[src/rtl/gpio_pkg.sv]
// Shared constants and per-bit debounce FSM encoding for the GPIO input conditioner.
package gpio_pkg;

    localparam int GPIO_WIDTH              = 8;
    localparam int DEFAULT_SYNC_STAGES     = 2;
    localparam int DEFAULT_DEBOUNCE_CYCLES = 4;

    typedef enum logic {
        STABLE   = 1'b0,
        COUNTING = 1'b1
    } deb_state_e;

endpackage

[src/rtl/debounce_bit.sv]
// One GPIO bit: synchronizer chain, stability counter and STABLE/COUNTING FSM
// producing a debounced level plus a one-cycle change pulse.
module debounce_bit
    import gpio_pkg::*;
#(
    parameter int SYNC_STAGES     = DEFAULT_SYNC_STAGES,
    parameter int DEBOUNCE_CYCLES = DEFAULT_DEBOUNCE_CYCLES
) (
    input  logic clk,
    input  logic rst,
    input  logic raw,
    output logic level,
    output logic change
);

    localparam int CNT_W = $clog2(DEBOUNCE_CYCLES + 1);
    localparam logic [CNT_W-1:0] LAST = CNT_W'(DEBOUNCE_CYCLES - 1);

    logic [SYNC_STAGES-1:0] sync_q;
    logic                   sync;

    deb_state_e       state_q, state_d;
    logic [CNT_W-1:0] cnt_q, cnt_d;
    logic             level_q, level_d;
    logic             change_q, change_d;

    always_ff @(posedge clk) begin
        if (rst) begin
            sync_q <= '0;
        end else begin
            sync_q <= {sync_q[SYNC_STAGES-2:0], raw};
        end
    end

    assign sync = sync_q[SYNC_STAGES-1];

    always_ff @(posedge clk) begin
        if (rst) begin
            state_q  <= STABLE;
            cnt_q    <= '0;
            level_q  <= 1'b0;
            change_q <= 1'b0;
        end else begin
            state_q  <= state_d;
            cnt_q    <= cnt_d;
            level_q  <= level_d;
            change_q <= change_d;
        end
    end

    // A mismatch edge with the counter at LAST commits the new level; with
    // DEBOUNCE_CYCLES == 1 that happens on the very first mismatch.
    always_comb begin
        state_d  = state_q;
        cnt_d    = cnt_q;
        level_d  = level_q;
        change_d = 1'b0;
        case (state_q)
            STABLE: begin
                cnt_d = '0;
                if (sync != level_q) begin
                    if (LAST == '0) begin
                        level_d  = sync;
                        change_d = 1'b1;
                    end else begin
                        cnt_d   = CNT_W'(1);
                        state_d = COUNTING;
                    end
                end
            end
            COUNTING: begin
                if (sync == level_q) begin
                    cnt_d   = '0;
                    state_d = STABLE;
                end else if (cnt_q == LAST) begin
                    level_d  = sync;
                    change_d = 1'b1;
                    cnt_d    = '0;
                    state_d  = STABLE;
                end else begin
                    cnt_d = cnt_q + CNT_W'(1);
                end
            end
            default: begin
                cnt_d   = '0;
                state_d = STABLE;
            end
        endcase
    end

    assign level  = level_q;
    assign change = change_q;

endmodule

[src/rtl/gpio_in_conditioner.sv]
// Synchronizes and debounces raw GPIO pins per bit; outputs are purely registered.
module gpio_in_conditioner
    import gpio_pkg::*;
#(
    parameter int WIDTH           = GPIO_WIDTH,
    parameter int SYNC_STAGES     = DEFAULT_SYNC_STAGES,
    parameter int DEBOUNCE_CYCLES = DEFAULT_DEBOUNCE_CYCLES
) (
    input  logic             clk,
    input  logic             rst,
    input  logic [WIDTH-1:0] gpio_raw_i,
    output logic [WIDTH-1:0] gpio_o,
    output logic [WIDTH-1:0] change_o,
    output logic             any_change_o
);

    for (genvar i = 0; i < WIDTH; i++) begin : g_bit
        debounce_bit #(
            .SYNC_STAGES    (SYNC_STAGES),
            .DEBOUNCE_CYCLES(DEBOUNCE_CYCLES)
        ) u_bit (
            .clk   (clk),
            .rst   (rst),
            .raw   (gpio_raw_i[i]),
            .level (gpio_o[i]),
            .change(change_o[i])
        );
    end

    assign any_change_o = |change_o;

endmodule

[config.mk]
export PLATFORM = sky130hd
export DESIGN_NAME = gpio_in_conditioner
export DESIGN_NICKNAME = d
export VERILOG_FILES = /design/src/rtl/gpio_pkg.sv /design/src/rtl/debounce_bit.sv /design/src/rtl/gpio_in_conditioner.sv
export SDC_FILE = /design/constraint.sdc
export NUM_CORES = 1
export LEC_CHECK = 0
export BUFFER_PORTS_ARGS = -buffer_cell sky130_fd_sc_hd__buf_2
export CORE_ASPECT_RATIO = 1.2
export CORE_MARGIN = 2
export CORE_UTILIZATION = 50
export DETAILED_ROUTE_END_ITERATION = 6
export GPL_ROUTABILITY_DRIVEN = 0
export PLACE_DENSITY = 0.72
export SYNTH_ARGS = -nofsm -noshare
export SYNTH_HDL_FRONTEND = slang
export SYNTH_SLANG_ARGS = --single-unit
[constraint.sdc]
create_clock -name clk -period 1.2 [get_ports clk]
set_input_delay 0.18 -clock clk [delete_from_list [all_inputs] [get_ports clk]]
set_output_delay 0.18 -clock clk [all_outputs]
set_load 0.1 [all_outputs]
==> results of run 1 <==
==> cell families after synthesis <==
kind of cell / Yosys count / synth area share
xor gates and xnor gates: 8 / 0.0273
adders and majority gates: 24 / 0.117
and+or+nand+nor: 81 / 0.185
DFF: 64 / 0.500
buffers and inverters: 31 / 0.0771
AOI/OAI and AO/OA: 32 / 0.0937
==> sequential cells by signal (all words and copies together), names as in the netlist <==
register / flops
g_bit.u_bit.level: 8
g_bit.u_bit.state_q: 8
g_bit.u_bit.cnt_q: 24
g_bit.u_bit.change: 8
g_bit.u_bit.sync_q: 16
==> what timing repair did <==
action,in CTS,in global routing
resized for setup,54,31
setup endpoints to repair,22,24
pin swaps,21,21
==> worst max-delay path, delay by kind of cell, from the launching register on <==
family	cells	cell delay, ns
DFF	1	0.34
and+or+nand+nor	2	0.40
buffers and inverters	1	0.18
==> routing by layer <==
| metal | share of wire | track usage | up-vias |
|---|---|---|---|
| met5 | 0 | 0 | - |
| met1 | 0.41 | 0.190 | 823 |
| met2 | 0.53 | 0.313 | 36 |
| met4 | 0.024 | 0.0941 | 0 |
| met3 | 0.036 | 0.0631 | 10 |
| li1 | - | - | 885 |
==> where the power goes <==
group / internal (µW) / switching (µW) / total (µW) / leakage (µW)
registers: 2160 / 32.1 / 2190 / 0.000532
logic: 64.2 / 76.0 / 140 / 0.000688
clock network: 1180 / 751 / 1930 / 0.000113
total: 3410 / 859 / 4270 / 0.00133
==> worst paths after layout <==
path              cells past startpoint                       end  slack, ns                     start
hold reg to reg                       1  g_bit[4].u_bit.sync_q[1]       0.44  g_bit[4].u_bit.sync_q[0]
hold / removal                        2  g_bit[5].u_bit.sync_q[0]       0.05             gpio_raw_i[5]
setup / recovery                      3              any_change_o      -0.22     g_bit[1].u_bit.change
setup reg to reg                      4   g_bit[7].u_bit.cnt_q[2]      -0.04   g_bit[7].u_bit.cnt_q[0]
==> cells in the final DEF (no fill, tap or decap), types with 9 or more instances in the layout <==
| cell type | count |
|---|---|
| dfxtp_2 | 19 |
| nor3_1 | 18 |
| buf_2 | 9 |
| clkbuf_8 | 13 |
| nand2_1 | 9 |
| buf_12 | 19 |
| buf_4 | 17 |
| dfxtp_1 | 42 |
| ha_4 | 18 |
| nor2b_1 | 16 |
==> area by class of cell <==
cell class | count | area [µm²]
tap | 60 | 75.1
multi-input combinational | 145 | 1480
clock inverter | 2 | 35.0
sequential | 64 | 1320
inverter | 8 | 30.0
timing repair buffer | 46 | 564
fill | 307 | 1250
clock buffer | 14 | 183
==> stage by stage <==
| stage | instances | TNS (ns) | setup WS [ns] | power, µW |
|---|---|---|---|---|
| 2_1_floorplan | 240 | -0.169 | -0.0563 | 2320 |
| 3_3_place_gp | 323 | -0.259 | -0.0681 | 2360 |
| 3_5_place_dp | 323 | -0.521 | -0.124 | 2360 |
| 4_1_cts | 339 | -0.530 | -0.228 | 4310 |
| 5_1_grt | 339 | -0.662 | -0.275 | 4430 |
| 6_report | 339 | -0.304 | -0.224 | 4270 |
==> run summary, run 1 <==
Status -> finished, violations left
Violated checks -> setup timing
Ant diodes -> 0
Syn nets -> 274
CTS Buffer Depth -> 2
Overall routing resource usage -> 0.178
Mapped Cells -> 240
Worst hold margin -> 0.0519 ns
GRT overflow -> 0
Worst-path fanout max -> 2
CP max-delay cell -> dfxtp_2
Area contributors post-synth -> dfxtp_1, ha_1, buf_4
FMAX -> 702 MHz
I/O Buffers -> 26
Crit start category -> register
Post-synth top area share -> 0.500
Worst setup path class -> register to primary output
Area growth, synth to finish -> 43.8%
WL/cell -> 14.1 µm
Dpl hpwl -> 2710 µm
Nets -> 308
Clk_lat worst skew -> 0.33 ns
Slew Limit Headroom -> 0.594
TritonCTS clock tree -> built
First-pass DRT Iterations -> 5
Row Count -> 28
H-tree levels -> 3
Most used DFF post-synth -> dfxtp_1
CTS Buf Count -> 9
Final worst-path cycle share -> 1.19
Final Hold Fails -> 0
Placed cell area -> 3030 µm²
Unrepaired setup endpoints after global routing -> yes
Initial DRC count -> 48
Most common library cells after synthesis -> dfxtp_1, ha_1, nor3_1, buf_4, nor2b_1
Io pins -> 27
Vias -> 1,754
Netlist cell types -> 21
Fin area -> 3690 µm²
Final setup viols -> 5
Worst Setup End Kind -> primary output
Worst-margin pin slew -> 0.604 ns
Vias in the first global route -> 1,741
Worst setup margin -> -0.224 ns
Final Max Tran Viols -> 0
Synth async-reset ratio -> 0
Worst min path class -> input pin to register
Drt drc -> 0
Slowest stage delay, CP -> 0.34 ns
Seq/Total Area, Yosys -> 0.500
Pin count of the biggest net entering global routing -> 41
Mapped cell area -> 2560 µm²
First-pass GRT wire length -> 7690 µm
Reg clk slew, reported paths -> 0.06 ns
Min Tclk post-route -> 1.42 ns
Initial antenna violation count -> 0
Clock sink total -> 64
Die height -> 82.5 µm
Final wirelength -> 4770 µm
CP Data Arrival Time -> 1.24 ns
Die Area -> 5720 µm²
Die Span X -> 69.4 µm
Pleak -> 0.00133 µW
Post-layout util -> 0.746
Number of synthesized flops with an enable pin -> 0
CTS root buf -> clkbuf_8
Worst vdd ir -> 1.21 mV
Pwr/cell area -> 1160 nW/µm²
# Post-CTS Setup Buffers -> 0
Setup Skew -> 0.00688 ns
Vias/cell -> 5.17
Cell breakdown of the critical path -> nor4_4 > nand2_2 > buf_12
Syn Area/Cell -> 10.7 µm²
Critical Path RT -> 1.02 ns
CTS Hold Bufs -> 0
Max cap viols -> 0
Layout cells sized above 1 -> 0.484
Area of the core -> 4940 µm²
Initial Util -> 0.519
Syn. warnings -> 0
Synth area leader -> dfxtp_1
Top-count cell post-synth -> dfxtp_1
ANT nets after route -> 0
Yosys reg bits -> 64
Power figures use the tool's default switching activity.
==> run 2: changes to the inputs <==
--- a/config.mk
+++ b/config.mk
@@ -11,7 +11,7 @@
 export CORE_UTILIZATION = 50
 export DETAILED_ROUTE_END_ITERATION = 6
 export GPL_ROUTABILITY_DRIVEN = 0
-export PLACE_DENSITY = 0.72
+export PLACE_DENSITY = 0.75
 export SYNTH_ARGS = -nofsm -noshare
 export SYNTH_HDL_FRONTEND = slang
 export SYNTH_SLANG_ARGS = --single-unit
==> run summary, run 2 (synthesized netlist as in run 1, its figures left out) <==
Total power -> 4190 µW (-1.7%)
ANT nets after route -> 0 (unchanged)
Crit start category -> register
Clock power share -> 0.443 (-0.011)
CTS Buf Count -> 9 (unchanged)
Worst-path fanout max -> 2 (unchanged)
Vias -> 1,789 (+2.0%)
Most frequent cells in the layout -> dfxtp_1, buf_12, ha_4, dfxtp_2, buf_4
Final wirelength -> 5050 µm (+6.0%)
Worst hold margin -> 0.0435 ns (-0.00839 ns)
Final Max Tran Viols -> 0 (unchanged)
Worst vdd ir -> 0.838 mV (-31%)
Status -> finished, violations left
Reg power frac -> 0.522 (+0.008)
Die Span X -> 69.4 µm (unchanged)
Final setup viols -> 5 (unchanged)
CTS Buffer Depth -> 2 (unchanged)
Crit path from -> g_bit[0].u_bit.change
Min Tclk post-route -> 1.42 ns (-0.00310 ns)
Setup Skew -> 0.0101 ns (+0.00321 ns)
WL/cell -> 14.6 µm (+4.2%)
Area growth, synth to finish -> 45.9%
Reg clk slew, reported paths -> 0.07 ns (about the same)
Cell breakdown of the critical path -> nor4_4 > nand2_2 > buf_12
Overall routing resource usage -> 0.175 (-0.00344)
Pleak -> 0.00134 µW (+0.80%)
Initial DRC count -> 60 (+25%)
Worst min path class -> input pin to register
CP Data Arrival Time -> 1.24 ns (about the same)
H-tree levels -> 3 (unchanged)
Sw frac -> 0.214 (+0.0131)
Area of the core -> 4940 µm² (unchanged)
Worst setup margin -> -0.221 ns (+0.00310 ns)
Row Count -> 28 (unchanged)
Unrepaired setup endpoints after global routing -> yes
Comb pwr share -> 0.035 (+0.002)
Initial antenna violation count -> 0 (unchanged)
Final worst-path cycle share -> 1.18 (-0.00258)
Post-layout util -> 0.758 (+0.0111)
Dpl hpwl -> 2700 µm (-0.16%)
CTS root buf -> clkbuf_8
First-pass GRT wire length -> 7660 µm (-0.35%)
Final Hold Fails -> 0 (unchanged)
Vias in the first global route -> 1,756 (+0.86%)
First-pass DRT Iterations -> 4 (-1)
GRT overflow -> 0 (unchanged)
Pin count of the biggest net entering global routing -> 40 (-2.4%)
TritonCTS clock tree -> built
Switch Pwr -> 899 µW (+4.7%)
Largest regs -> g_bit.u_bit.cnt_q x24, g_bit.u_bit.sync_q x16
Layout cells sized above 1 -> 0.512 (+0.0284)
R2r setup slk -> -0.05 ns (about the same)
Pwr/cell area -> 1120 nW/µm² (-3.2%)
Worst Setup End Kind -> primary output
Worst-margin pin slew -> 0.527 ns (-0.0766 ns)
Critical Path End -> any_change_o
Clk_lat worst skew -> 0.34 ns (about the same)
Critical Path RT -> 1.02 ns (about the same)
Nets -> 314 (+1.9%)
RR Startpoint -> g_bit[2].u_bit.cnt_q[2]
FMAX -> 704 MHz (+0.22%)
Most common cell after layout, fill and taps aside -> dfxtp_1
Setup TNS -> -0.329 ns (-0.0252 ns)
Vias/cell -> 5.19 (+0.22%)
Initial Util -> 0.519 (unchanged)
Most flop-heavy register -> g_bit.u_bit.cnt_q
Max cap viols -> 0 (unchanged)
Clock sink total -> 64 (unchanged)
CP max-delay cell -> dfxtp_2
I/O Buffers -> 26 (unchanged)
Die height -> 82.5 µm (unchanged)
Int Pwr -> 3290 µW (-3.3%)
Ant diodes -> 0 (unchanged)
Slowest stage delay, CP -> 0.34 ns (about the same)
Worst reg2reg endpoint -> g_bit[2].u_bit.cnt_q[2]
Io pins -> 27 (unchanged)
Violated checks -> setup timing
Worst setup path class -> register to primary output
Slew Limit Headroom -> 0.646 (+0.0514)
CTS Hold Bufs -> 0 (unchanged)
Drt drc -> 0 (unchanged)
Die Area -> 5720 µm² (unchanged)
Max FFs per register -> 24 (unchanged)
Worst R2R Path Depth -> 4 (unchanged)
run 2: power groups by stage:
stage | combinational (µW) | clock, µW | sequential, µW
global placement | 125 | 0 | 2230
floorplan | 84.2 | 0 | 2230
CTS | 133 | 1860 | 2190
finish | 146 | 1860 | 2190
global route | 161 | 1970 | 2190
detailed placement | 128 | 0 | 2240
run 2: worst max-delay path: cells and delay by family (launching register included):
kind	cells	cell delay [ns]
buf+inv	1	0.17
simple gates	2	0.39
flops	1	0.34
run 2: what timing repair did:
item / CTS / global route
setup endpoints to repair: 22 / 27
buffers inserted: 2 / 1
resized for setup: 54 / 40
pin swaps: 26 / 22
run 2: cell type report:
cell class                      instances  area (µm²)
Multi-Input combinational cell        145        1500
Timing Repair Buffer                   52         628
Clock inverter                          3        40.0
Sequential cell                        64        1320
Tap cell                               60        75.1
Fill cell                             304        1200
Inverter                                8        30.0
Clock buffer                           13         159
run 2: per-stage QoR:
stage	setup slack, ns	std cells	instance area (µm²)
2_1_floorplan	-0.0563	240	2570
5_1_grt	-0.272	345	3740
3_5_place_dp	-0.127	326	3050
6_report	-0.221	345	3740
3_3_place_gp	-0.0673	326	3050
4_1_cts	-0.213	344	3540
run 2: per-layer routing:
metal / vias to the layer above / global-route usage / share of wire
met5: - / 0 / 0
met4: 0 / 0.104 / 0.032
met3: 13 / 0.0485 / 0.033
met2: 36 / 0.305 / 0.53
met1: 842 / 0.192 / 0.41
li1: 898 / - / -
run 2: how the worst min path moves through the flow:
stage,from,cells past startpoint,end,slack (ns)
after floorplan,gpio_raw_i[0],1,g_bit[0].u_bit.sync_q[0],0.31
after global placement,gpio_raw_i[7],2,g_bit[7].u_bit.sync_q[0],0.39
after detailed placement,gpio_raw_i[6],2,g_bit[6].u_bit.sync_q[0],0.39
after CTS,gpio_raw_i[6],2,g_bit[6].u_bit.sync_q[0],0.03
after global routing,gpio_raw_i[6],2,g_bit[6].u_bit.sync_q[0],0.04
final,gpio_raw_i[5],2,g_bit[5].u_bit.sync_q[0],0.04
==> run 3: changes to the inputs <==
--- a/config.mk
+++ b/config.mk
@@ -12,6 +12,7 @@
 export DETAILED_ROUTE_END_ITERATION = 6
 export GPL_ROUTABILITY_DRIVEN = 0
 export PLACE_DENSITY = 0.75
+export RECOVER_POWER = 25
 export SYNTH_ARGS = -nofsm -noshare
 export SYNTH_HDL_FRONTEND = slang
 export SYNTH_SLANG_ARGS = --single-unit
==> run summary, run 3 (synthesized netlist as in run 1, its figures left out) <==
Pwr/cell area -> 1130 nW/µm² (+0.50%)
Final Hold Fails -> 0 (unchanged)
Final setup viols -> 5 (unchanged)
Pleak -> 0.00133 µW (-0.99%)
Critical Path RT -> 1.02 ns (about the same)
Area growth, synth to finish -> 44.7%
Worst hold margin -> 0.0434 ns (-0.000134 ns)
Fillers -> 308 (+1.3%)
Placed cell area -> 3050 µm² (unchanged)
Most common cell after layout, fill and taps aside -> dfxtp_1
Reg clk slew, reported paths -> 0.07 ns (about the same)
Ant diodes -> 0 (unchanged)
Max cap viols -> 0 (unchanged)
Worst-path fanout max -> 2 (unchanged)
ANT nets after route -> 0 (unchanged)
Final wirelength -> 5020 µm (-0.69%)
TritonCTS clock tree -> built
Final worst-path cycle share -> 1.18 (about the same)
Unrepaired setup endpoints after global routing -> yes
CP Data Arrival Time -> 1.24 ns (about the same)
CTS root buf -> clkbuf_8
Clock sink total -> 64 (unchanged)
Row Count -> 28 (unchanged)
Post-layout util -> 0.751 (-0.00633)
Initial Util -> 0.519 (unchanged)
Worst-margin pin slew -> 0.894 ns (+0.367 ns)
Largest regs -> g_bit.u_bit.cnt_q x24, g_bit.u_bit.sync_q x16
CTS Buffer Depth -> 2 (unchanged)
Drt drc -> 0 (unchanged)
Worst setup margin -> -0.221 ns (+0.000241 ns)
Most flop-heavy register -> g_bit.u_bit.cnt_q
Die Span X -> 69.4 µm (unchanged)
Area of the core -> 4940 µm² (unchanged)
Min Tclk post-route -> 1.42 ns (-0.000241 ns)
FMAX -> 704 MHz (about the same)
GRT overflow -> 0 (unchanged)
Overall routing resource usage -> 0.175 (unchanged)
Multi-input gate area -> 1500 µm² (unchanged)
Slew Limit Headroom -> 0.404 (-0.242)
Layout cells sized above 1 -> 0.509 (-0.00351)
Final Max Tran Viols -> 0 (unchanged)
Nets -> 314 (unchanged)
First-pass GRT wire length -> 7660 µm (unchanged)
First-pass DRT Iterations -> 4 (unchanged)
Worst min path class -> input pin to register
Max FFs per register -> 24 (unchanged)
Worst Setup End Kind -> primary output
Vias/cell -> 5.23 (+0.84%)
Io pins -> 27 (unchanged)
I/O Buffers -> 26 (unchanged)
CTS Hold Bufs -> 0 (unchanged)
Worst vdd ir -> 0.839 mV (about the same)
H-tree levels -> 3 (unchanged)
Clk_lat worst skew -> 0.34 ns (about the same)
Vias -> 1,804 (+0.84%)
Die height -> 82.5 µm (unchanged)
Most frequent cells in the layout -> dfxtp_1, ha_4, dfxtp_2, buf_4, buf_12
Die Area -> 5720 µm² (unchanged)
Setup Skew -> 0.00997 ns (-0.000109 ns)
Vias in the first global route -> 1,756 (unchanged)
Violated checks -> setup timing
WL/cell -> 14.5 µm (-0.69%)
CTS Buf Count -> 9 (unchanged)
Status -> finished, violations left
Register area -> 1320 µm² (unchanged)
Dpl hpwl -> 2700 µm (unchanged)
Fin area -> 3710 µm² (-0.84%)
Pin count of the biggest net entering global routing -> 40 (unchanged)
Initial DRC count -> 44 (-27%)
Crit start category -> register
Worst setup path class -> register to primary output
Initial antenna violation count -> 0 (unchanged)
[run 3: layout make-up]
class | count | area share
Clock buffer | 13 | 0.0428
Sequential cell | 64 | 0.354
Clock inverter | 3 | 0.0108
Tap cell | 60 | 0.0202
Timing Repair Buffer | 52 | 0.161
Multi-Input combinational cell | 145 | 0.403
Inverter | 8 | 0.00809
[run 3: routing by layer]
| metal | up-vias | track usage | wire [µm] |
|---|---|---|---|
| li1 | 897 | - | - |
| met5 | - | 0 | 0 |
| met2 | 40 | 0.305 | 2670 |
| met3 | 13 | 0.0485 | 172 |
| met4 | 0 | 0.104 | 161 |
| met1 | 854 | 0.192 | 2020 |
[run 3: final timing paths]
| kind | start | end | slack, ns | cells after the start |
|---|---|---|---|---|
| max | g_bit[0].u_bit.change | any_change_o | -0.22 | 3 |
| min | gpio_raw_i[5] | g_bit[5].u_bit.sync_q[0] | 0.04 | 2 |
| max reg2reg | g_bit[2].u_bit.cnt_q[2] | g_bit[2].u_bit.cnt_q[2] | -0.06 | 4 |
| min reg2reg | g_bit[3].u_bit.sync_q[0] | g_bit[3].u_bit.sync_q[1] | 0.44 | 1 |
[run 3: stage by stage]
stage	setup WS, ns	power (µW)	std cells	TNS, ns
detailed placement	-0.127	2360	326	-0.486
finish	-0.221	4180	345	-0.351
global placement	-0.0673	2360	326	-0.225
global route	-0.272	4310	345	-0.673
floorplan	-0.0563	2320	240	-0.169
CTS	-0.213	4190	344	-0.512
[run 3: critical path: stages, from the launching register on]
cell	delay, ns
dfxtp_2	0.34
nor4_4	0.29
nand2_2	0.10
buf_12	0.17
[run 3: what timing repair did]
| item | 4_1_cts | 5_1_grt |
|---|---|---|
| setup buffers | 2 | 1 |
| pin swaps | 26 | 22 |
| setup endpoints to repair | 22 | 27 |
| resized for setup | 54 | 40 |
[run 3: where the power goes]
part / switching, µW / internal [µW] / leakage, µW
Combinational: 76.8 / 55.5 / 0.000695
Clock: 789 / 1070 / 0.000103
Sequential: 30.8 / 2160 / 0.000531
